[config.mk]
export PLATFORM = sky130hd
export DESIGN_NAME = alu_req_arbiter_flat
export DESIGN_NICKNAME = d
export VERILOG_FILES = /design/src/rtl/alu_req_arbiter_if.sv /design/src/rtl/alu_req_arbiter.sv /design/src/flat_wrapper.sv
export SDC_FILE = /design/constraint.sdc
export NUM_CORES = 1
export LEC_CHECK = 0
export CORE_MARGIN = 10
export CORE_UTILIZATION = 39
export CTS_BUF_LIST = sky130_fd_sc_hd__clkbuf_2 sky130_fd_sc_hd__clkbuf_4 sky130_fd_sc_hd__clkbuf_8
export DETAILED_ROUTE_END_ITERATION = 6
export PLACE_DENSITY = 0.84
export SLEW_MARGIN = 15
export SYNTH_ARGS = -nofsm -noshare
export SYNTH_HDL_FRONTEND = slang
export SYNTH_SLANG_ARGS = --single-unit
[constraint.sdc]
create_clock -name CLK -period 2.15 [get_ports CLK]
set_input_delay 0.43 -clock CLK [delete_from_list [all_inputs] [get_ports CLK]]
set_output_delay 0.43 -clock CLK [all_outputs]
set_load 0.005 [all_outputs]
[src/rtl/alu_req_arbiter_if.sv]
// Bus bundle between the requesters, the ALU units and alu_req_arbiter.
// The slave modport is the arbiter's view; master is the surrounding system.
interface alu_req_arbiter_if #(
    parameter int Width = 16
);
    logic             Req0, Req1;
    logic [Width-1:0] A0, B0, A1, B1;
    logic [3:0]       FUN0, FUN1;
    logic             Ack0, Ack1;
    logic [Width-1:0] Result;
    logic             Result_Flag;
    logic             Busy;
    logic [Width-1:0] ALU_A, ALU_B;
    logic [1:0]       ALU_FUN;
    logic             Arith_Enable, Logic_Enable, CMP_Enable, Shift_Enable;
    logic [Width-1:0] Arith_OUT, Logic_OUT, CMP_OUT, Shift_OUT;
    logic             Arith_Flag, Logic_Flag, CMP_Flag, Shift_Flag;

    modport slave (
        input  Req0, Req1, A0, B0, A1, B1, FUN0, FUN1,
        input  Arith_OUT, Logic_OUT, CMP_OUT, Shift_OUT,
        input  Arith_Flag, Logic_Flag, CMP_Flag, Shift_Flag,
        output Ack0, Ack1, Result, Result_Flag, Busy,
        output ALU_A, ALU_B, ALU_FUN,
        output Arith_Enable, Logic_Enable, CMP_Enable, Shift_Enable
    );

    modport master (
        output Req0, Req1, A0, B0, A1, B1, FUN0, FUN1,
        output Arith_OUT, Logic_OUT, CMP_OUT, Shift_OUT,
        output Arith_Flag, Logic_Flag, CMP_Flag, Shift_Flag,
        input  Ack0, Ack1, Result, Result_Flag, Busy,
        input  ALU_A, ALU_B, ALU_FUN,
        input  Arith_Enable, Logic_Enable, CMP_Enable, Shift_Enable
    );
endinterface

[src/rtl/alu_req_arbiter.sv]
// Two-port round-robin arbiter sequencing one operation at a time through
// the shared ALU units: IDLE -> ISSUE -> CAPTURE -> DONE, all outputs registered.
module alu_req_arbiter (
    input  logic               CLK,
    input  logic               RST,
    alu_req_arbiter_if.slave   bus
);
    typedef enum logic [1:0] {IDLE, ISSUE, CAPTURE, DONE} state_t;

    state_t     state;
    logic       ptr;
    logic       gnt_id;
    logic [1:0] unit_sel;
    logic       grant;
    logic       pick;
    logic [3:0] pick_fun;

    // NOTE: combinational outputs get a value on every path, so no latch is inferred.
    always_comb begin
        grant    = bus.Req0 | bus.Req1;
        pick     = (bus.Req0 && bus.Req1) ? ptr : bus.Req1;
        pick_fun = pick ? bus.FUN1 : bus.FUN0;
    end

    // NOTE: all state uses non-blocking assignments so every register samples pre-edge values.
    always_ff @(posedge CLK or negedge RST) begin
        if (!RST) begin
            state           <= IDLE;
            ptr             <= 1'b0;
            gnt_id          <= 1'b0;
            unit_sel        <= 2'b00;
            bus.Ack0        <= 1'b0;
            bus.Ack1        <= 1'b0;
            bus.Result      <= '0;
            bus.Result_Flag <= 1'b0;
            bus.Busy        <= 1'b0;
            bus.ALU_A       <= '0;
            bus.ALU_B       <= '0;
            bus.ALU_FUN     <= 2'b00;
            bus.Arith_Enable <= 1'b0;
            bus.Logic_Enable <= 1'b0;
            bus.CMP_Enable   <= 1'b0;
            bus.Shift_Enable <= 1'b0;
        end else begin
            case (state)
                IDLE: begin
                    if (grant) begin
                        gnt_id           <= pick;
                        bus.ALU_A        <= pick ? bus.A1 : bus.A0;
                        bus.ALU_B        <= pick ? bus.B1 : bus.B0;
                        bus.ALU_FUN      <= pick_fun[1:0];
                        unit_sel         <= pick_fun[3:2];
                        bus.Arith_Enable <= (pick_fun[3:2] == 2'b00);
                        bus.Logic_Enable <= (pick_fun[3:2] == 2'b01);
                        bus.CMP_Enable   <= (pick_fun[3:2] == 2'b10);
                        bus.Shift_Enable <= (pick_fun[3:2] == 2'b11);
                        bus.Busy         <= 1'b1;
                        state            <= ISSUE;
                    end
                end
                ISSUE: begin
                    bus.Arith_Enable <= 1'b0;
                    bus.Logic_Enable <= 1'b0;
                    bus.CMP_Enable   <= 1'b0;
                    bus.Shift_Enable <= 1'b0;
                    state            <= CAPTURE;
                end
                CAPTURE: begin
                    // Units registered their result at the end of ISSUE, so it is stable here.
                    case (unit_sel)
                        2'b00: begin bus.Result <= bus.Arith_OUT; bus.Result_Flag <= bus.Arith_Flag; end
                        2'b01: begin bus.Result <= bus.Logic_OUT; bus.Result_Flag <= bus.Logic_Flag; end
                        2'b10: begin bus.Result <= bus.CMP_OUT;   bus.Result_Flag <= bus.CMP_Flag;   end
                        2'b11: begin bus.Result <= bus.Shift_OUT; bus.Result_Flag <= bus.Shift_Flag; end
                    endcase
                    bus.Ack0 <= ~gnt_id;
                    bus.Ack1 <= gnt_id;
                    state    <= DONE;
                end
                DONE: begin
                    bus.Ack0 <= 1'b0;
                    bus.Ack1 <= 1'b0;
                    bus.Busy <= 1'b0;
                    ptr      <= ~gnt_id;
                    state    <= IDLE;
                end
                default: state <= IDLE;
            endcase
        end
    end
endmodule
[src/flat_wrapper.sv]
// flat-port wrapper written by rule: the top's interface ports become plain ports
module alu_req_arbiter_flat 
  (CLK, RST, bus_Req0, bus_Req1, bus_A0, bus_B0, bus_A1, bus_B1, bus_FUN0, bus_FUN1, bus_Arith_OUT, bus_Logic_OUT, bus_CMP_OUT, bus_Shift_OUT, bus_Arith_Flag, bus_Logic_Flag, bus_CMP_Flag, bus_Shift_Flag, bus_Ack0, bus_Ack1, bus_Result, bus_Result_Flag, bus_Busy, bus_ALU_A, bus_ALU_B, bus_ALU_FUN, bus_Arith_Enable, bus_Logic_Enable, bus_CMP_Enable, bus_Shift_Enable);
  alu_req_arbiter_if bus_i ();
  input  logic CLK;
  input  logic RST;
  input wire logic [$bits(bus_i.Req0)-1:0] bus_Req0;
  input wire logic [$bits(bus_i.Req1)-1:0] bus_Req1;
  input wire logic [$bits(bus_i.A0)-1:0] bus_A0;
  input wire logic [$bits(bus_i.B0)-1:0] bus_B0;
  input wire logic [$bits(bus_i.A1)-1:0] bus_A1;
  input wire logic [$bits(bus_i.B1)-1:0] bus_B1;
  input wire logic [$bits(bus_i.FUN0)-1:0] bus_FUN0;
  input wire logic [$bits(bus_i.FUN1)-1:0] bus_FUN1;
  input wire logic [$bits(bus_i.Arith_OUT)-1:0] bus_Arith_OUT;
  input wire logic [$bits(bus_i.Logic_OUT)-1:0] bus_Logic_OUT;
  input wire logic [$bits(bus_i.CMP_OUT)-1:0] bus_CMP_OUT;
  input wire logic [$bits(bus_i.Shift_OUT)-1:0] bus_Shift_OUT;
  input wire logic [$bits(bus_i.Arith_Flag)-1:0] bus_Arith_Flag;
  input wire logic [$bits(bus_i.Logic_Flag)-1:0] bus_Logic_Flag;
  input wire logic [$bits(bus_i.CMP_Flag)-1:0] bus_CMP_Flag;
  input wire logic [$bits(bus_i.Shift_Flag)-1:0] bus_Shift_Flag;
  output wire logic [$bits(bus_i.Ack0)-1:0] bus_Ack0;
  output wire logic [$bits(bus_i.Ack1)-1:0] bus_Ack1;
  output wire logic [$bits(bus_i.Result)-1:0] bus_Result;
  output wire logic [$bits(bus_i.Result_Flag)-1:0] bus_Result_Flag;
  output wire logic [$bits(bus_i.Busy)-1:0] bus_Busy;
  output wire logic [$bits(bus_i.ALU_A)-1:0] bus_ALU_A;
  output wire logic [$bits(bus_i.ALU_B)-1:0] bus_ALU_B;
  output wire logic [$bits(bus_i.ALU_FUN)-1:0] bus_ALU_FUN;
  output wire logic [$bits(bus_i.Arith_Enable)-1:0] bus_Arith_Enable;
  output wire logic [$bits(bus_i.Logic_Enable)-1:0] bus_Logic_Enable;
  output wire logic [$bits(bus_i.CMP_Enable)-1:0] bus_CMP_Enable;
  output wire logic [$bits(bus_i.Shift_Enable)-1:0] bus_Shift_Enable;
  assign bus_i.Req0 = bus_Req0;
  assign bus_i.Req1 = bus_Req1;
  assign bus_i.A0 = bus_A0;
  assign bus_i.B0 = bus_B0;
  assign bus_i.A1 = bus_A1;
  assign bus_i.B1 = bus_B1;
  assign bus_i.FUN0 = bus_FUN0;
  assign bus_i.FUN1 = bus_FUN1;
  assign bus_i.Arith_OUT = bus_Arith_OUT;
  assign bus_i.Logic_OUT = bus_Logic_OUT;
  assign bus_i.CMP_OUT = bus_CMP_OUT;
  assign bus_i.Shift_OUT = bus_Shift_OUT;
  assign bus_i.Arith_Flag = bus_Arith_Flag;
  assign bus_i.Logic_Flag = bus_Logic_Flag;
  assign bus_i.CMP_Flag = bus_CMP_Flag;
  assign bus_i.Shift_Flag = bus_Shift_Flag;
  assign bus_Ack0 = bus_i.Ack0;
  assign bus_Ack1 = bus_i.Ack1;
  assign bus_Result = bus_i.Result;
  assign bus_Result_Flag = bus_i.Result_Flag;
  assign bus_Busy = bus_i.Busy;
  assign bus_ALU_A = bus_i.ALU_A;
  assign bus_ALU_B = bus_i.ALU_B;
  assign bus_ALU_FUN = bus_i.ALU_FUN;
  assign bus_Arith_Enable = bus_i.Arith_Enable;
  assign bus_Logic_Enable = bus_i.Logic_Enable;
  assign bus_CMP_Enable = bus_i.CMP_Enable;
  assign bus_Shift_Enable = bus_i.Shift_Enable;
  alu_req_arbiter u_core (.CLK(CLK), .RST(RST), .bus(bus_i));
endmodule
## Word-level counts from Yosys, hierarchy flattened

Index checks and enable logic that the tools add are counted.

- Register bits after elaboration: 64
- Input bits: 144
- Output and inout port bits: 58
- Word-level logic and storage cells: 58

- Equality and inequality tests: 10
- Muxes and demuxes: 20
- Bitwise operators: 2
- Reduce and logical (&&, ||, !) cells: 10

Operator list:

| operator | number |
|---|---|
| $pmux 16 s4 | 1 |
| $mux 16 | 2 |
| $pmux 1 s2 | 7 |
| $eq 2x2->1 const B | 6 |
| $pmux 2 s4 | 1 |
| $eq 2x1->1 const B | 3 |
| $logic_not 2->1 | 3 |
| $mux 1 | 6 |
| $reduce_and 2->1 | 3 |
| $reduce_bool 2->1 | 3 |
| $mux 4 | 1 |
| $pmux 1 s4 | 1 |
| $mux 2 | 1 |
| $ne 2x1->1 const B | 1 |
| $logic_and 1x1->1 | 1 |
| $not 1->1 | 1 |
| $or 1x1->1 | 1 |

## Longest topological paths before layout

- Word-level depth: 6
- Gate-level depth with buffers: 7
- Mapped depth without buffers: 6

## Least setup slack after synthesis

No wires, ideal clock.

- Path type: reg2reg
- Start: reg u_core.state[0]
- End: reg u_core.bus.Logic_Enable
- Setup time: 0.087 ns
- Arrival time: 1.493 ns
- Required time: 2.063 ns
- Setup slack: 0.571 ns
- Stages on the path, launching flop included: 7
- Buffers on the path: 0
- Period minus slack after synthesis: 1.579 ns
- Cell sequence: dfrtp_1 > inv_1 > ha_1 > or3b_2 > o21ai_0 > nand2_1 > o211ai_1

- Cells in the longest elaborated chain, start to end: 3
- Elaborated cells on any way between the ends: 6
- Those cells by class: eq/ne: 2; mux: 1; reduce/logical: 3

Ends and longest elaborated chain:

| what | line | source |
|---|---|---|
| from (decl) | alu_req_arbiter.sv:10 | `state_t state;` |
| from (signal assigned) | alu_req_arbiter.sv:28 | `state <= IDLE;` |
| from (signal assigned) | alu_req_arbiter.sv:58 | `state <= ISSUE;` |
| from (signal assigned) | alu_req_arbiter.sv:66 | `state <= CAPTURE;` |
| $eq 2x1->1 or $logic_not 2->1 (tied branches) | alu_req_arbiter.sv:45 | `case (state)` |
| $reduce_bool 2->1 (no source line) or $ne 2x1->1 (tied branches) | - |  |
| $reduce_and 2->1 (no source line) | - |  |
| to (signal assigned) | alu_req_arbiter.sv:54 | `bus.Logic_Enable <= (pick_fun[3:2] == 2'b01);` |
| to (decl) | alu_req_arbiter_if.sv:25 | `output Arith_Enable, Logic_Enable, CMP_Enable, Shift_Enable` |

Parallel ways exist; a longest one is shown, timed or not.
A chain may end at the register's enable or synchronous reset.

## Worst setup path in the final report

- Start: reg u_core.state[0]
- End: reg u_core.bus.CMP_Enable

- Cells in the longest elaborated chain, start to end: 3
- Elaborated cells on any way between the ends: 6
- Those cells by class: eq/ne: 2; mux: 1; reduce/logical: 3

Ends and longest elaborated chain:

| what | line | source |
|---|---|---|
| $eq 2x1->1 or $logic_not 2->1 (tied branches) | alu_req_arbiter.sv:45 |  |
| $reduce_bool 2->1 (no source line) or $ne 2x1->1 (tied branches) | - |  |
| $reduce_and 2->1 (no source line) | - |  |
| to (signal assigned) | alu_req_arbiter.sv:55 | `bus.CMP_Enable <= (pick_fun[3:2] == 2'b10);` |
| to (decl) | alu_req_arbiter_if.sv:25 |  |

Parallel ways exist; a longest one is shown, timed or not.

==> run metrics <==
status=complete, no violations; Area contributors post-synth=dfrtp_1 (48%), mux2i_1 (11%), o21ai_0 (6.6%), mux4_1 (6.3%), mux4_2 (6.1%); Hold Path Class=input port to asynchronous set/reset pin; Layout Skew=0.00706 ns; post-DP HPWL=9030 µm; initial drt markers=103; post-synth top area cell=dfrtp_1; RSZ-0062 raised after global routing=no; chip width=112 µm; post-cts sizing count=0; largest net degree at the start of global routing=65; crit path kind=flip-flop to flip-flop; ant diodes=0; Core Area=8260 µm²; Required @ worst endpoint=2.41 ns; Unique masters post-synth=28; Synth Flop Type=dfrtp_1; Net Sw Frac=0.321; Final nets=622; Reg power frac=0.320; Final Hold Vio Count=0; Yosys reg bits=64; Initial Util=0.402; Clk Latency, worst-skew pair=0.32 ns; I/O pin count=202; DIE AREA=12600 µm²; Multi-input gate area=1610 µm²; post-synthesis sequential area ratio=0.483; Final Util=0.689; Synthesized Nets=419; Slew HR=0.648; Psw=0.00214 W; Async S/R FF share, synth=1.00; via-per-instance ratio=5.02; leak pwr=2.48 nW; Syn. warnings=0; clock share of power=0.161; Setup TNS Final=0 ns; fillcell total=629; routability cong.=0.803; CTS tree=done; total clock sinks=64; Row Count=33; final cycle utilization of the critical path=0.868; setup violators final=0; Slew Limit Fails=0; Routed WL=11200 µm; Num CTS Buffers=9; share of layout cells above drive strength 1=0.117; Antenna Nets Post-Route=0; CTS Hold Bufs=0; top cell type's share of synthesized area=0.483; PD cells=1170 nW/µm²; Clock transition at path regs=0.07 ns; Synth Instances=270; peak supply drop=0.533 mV; gr usage total=0.173; most frequent cells after synthesis=dfrtp_1 (64), nand2_1 (44), o21ai_0 (44), mux2i_1 (38); WL per Instance=19.2 µm; r2r startpoint=u_core.state[0]; CTS H-tree lvls=3; first-pass GRT wire length=17500 µm; vias in the first global route=3199; clk root buf=clkbuf_8; Max clock buf depth=2; FF/Latch Area=1600 µm²; Post-Syn Area per Cell=12.3 µm²; placed cell area=5480 µm²; Vias=2927; global route overflow=0; Critical Path Fanout Max=6; Syn Std Cell Area=3320 µm²; crit start category=flip-flop; postcts setup bufs=0; f_max=0.536 GHz; DRT Pass-1 Iters=5; I/O Buffers=201; Chip Height=112 µm; WP data arrival=2.12 ns; EDFF count, synth=0; Worst setup startpoint=u_core.state[0]; antenna violations before repair=0; R2R Setup Slk=0.28 ns; Comb pwr share=0.519; Synth-to-Final Area Change=71.4%; crit end category=flip-flop; min cycle time layout=1.87 ns; DR DRC count=0; design area=5690 µm²; Tightest Pin Transition=0.523 ns; P_int=0.00452 W; count leader, synth=dfrtp_1; Max-cap violations=0
[final timing paths]
kind                                              end  cells past startpoint
worst min register to register    u_core.bus.ALU_A[7]                      2
worst min-delay path            u_core.bus.Result[11]                      2
worst max register to register  u_core.bus.CMP_Enable                      5
worst max-delay path            u_core.bus.CMP_Enable                      5
max in group asynchronous        u_core.bus.ALU_B[11]                      2
min in group CLK                  u_core.bus.ALU_A[7]                      2
[metal layers]
layer	wire length, µm	vias to the layer above	track usage
met4	162	0	0.0508
met1	4440	1380	0.196
li1	-	1388	-
met2	5540	148	0.294
met5	0	-	0
met3	1040	11	0.0682
[layout by cell type, fill, tap and decap left out, drive strengths merged, types with 2 or more instances in the layout]
cell / netlist / layout
inv: 5 / 5
a22o: 2 / 2
o21ai: 45 / 45
dfrtp: 64 / 64
ha: 5 / 5
nand2: 44 / 44
clkinv: 0 / 2
mux4: 17 / 17
clkdlybuf4s50: 0 / 200
mux2: 18 / 18
mux2i: 38 / 38
buf: 10 / 10
nor2: 3 / 3
nand3: 2 / 2
clkbuf: 8 / 13
[logic make-up (layout without fill, tap and decap cells)]
| logic type | Yosys count | in the layout | share of synthesized area |
|---|---|---|---|
| AOI/OAI and AO/OA | 51 | 51 | 0.0826 |
| and+or+nand+nor | 54 | 54 | 0.0664 |
| buffers and inverters | 23 | 231 | 0.0392 |
| DFF | 64 | 64 | 0.483 |
| adders and majority gates | 5 | 5 | 0.0189 |
| muxes | 73 | 73 | 0.310 |
[registers in the layout (all words and copies together), names as in the netlist]
| signal | cells |
|---|---|
| u_core.bus.ALU_A | 16 |
| u_core.bus.ALU_B | 16 |
| u_core.bus.Result | 16 |
| u_core.bus.ALU_FUN | 2 |
| u_core.state | 2 |
| u_core.unit_sel | 2 |
| u_core.bus.Ack0 | 1 |
| u_core.bus.Ack1 | 1 |
| u_core.bus.Arith_Enable | 1 |
| u_core.bus.Busy | 1 |
| u_core.bus.CMP_Enable | 1 |
| u_core.bus.Logic_Enable | 1 |
| u_core.bus.Result_Flag | 1 |
| u_core.bus.Shift_Enable | 1 |
| u_core.gnt_id | 1 |
| u_core.ptr | 1 |
[stage by stage]
step / power (W) / setup slack (ns) / hold WS, ns / std cells
floorplan: 0.00381 / 0.571 / 0.134 / 270
global placement: 0.00552 / 0.162 / 0.461 / 567
detailed placement: 0.00565 / 0.0906 / 0.469 / 567
CTS: 0.00675 / 0.310 / 0.115 / 583
global route: 0.00713 / 0.160 / 0.129 / 583
finish: 0.00666 / 0.283 / 0.118 / 583
[area by class of cell]
type | instances | share of cell area
clock buffers | 13 | 0.0293
clock inverters | 3 | 0.00704
repair buffers | 210 | 0.374
inverters | 5 | 0.00330
multi-input cells | 183 | 0.282
flip-flops and latches | 64 | 0.282
well taps | 105 | 0.0231
[power groups by stage]
stage / sequential [W] / clock, W / combinational (W)
2_1_floorplan: 0.00216 / 0 / 0.00165
3_3_place_gp: 0.00211 / 0 / 0.00340
3_5_place_dp: 0.00215 / 0 / 0.00349
4_1_cts: 0.00214 / 0.00110 / 0.00352
5_1_grt: 0.00220 / 0.00115 / 0.00377
6_report: 0.00213 / 0.00107 / 0.00346
[worst max-delay path: stages (launching register included)]
cell	delay, ns
dfrtp_1	0.41
inv_1	0.12
ha_1	0.28
or3b_2	0.53
o21ai_0	0.24
a22o_1	0.22
(Power assumes the default switching activity.)
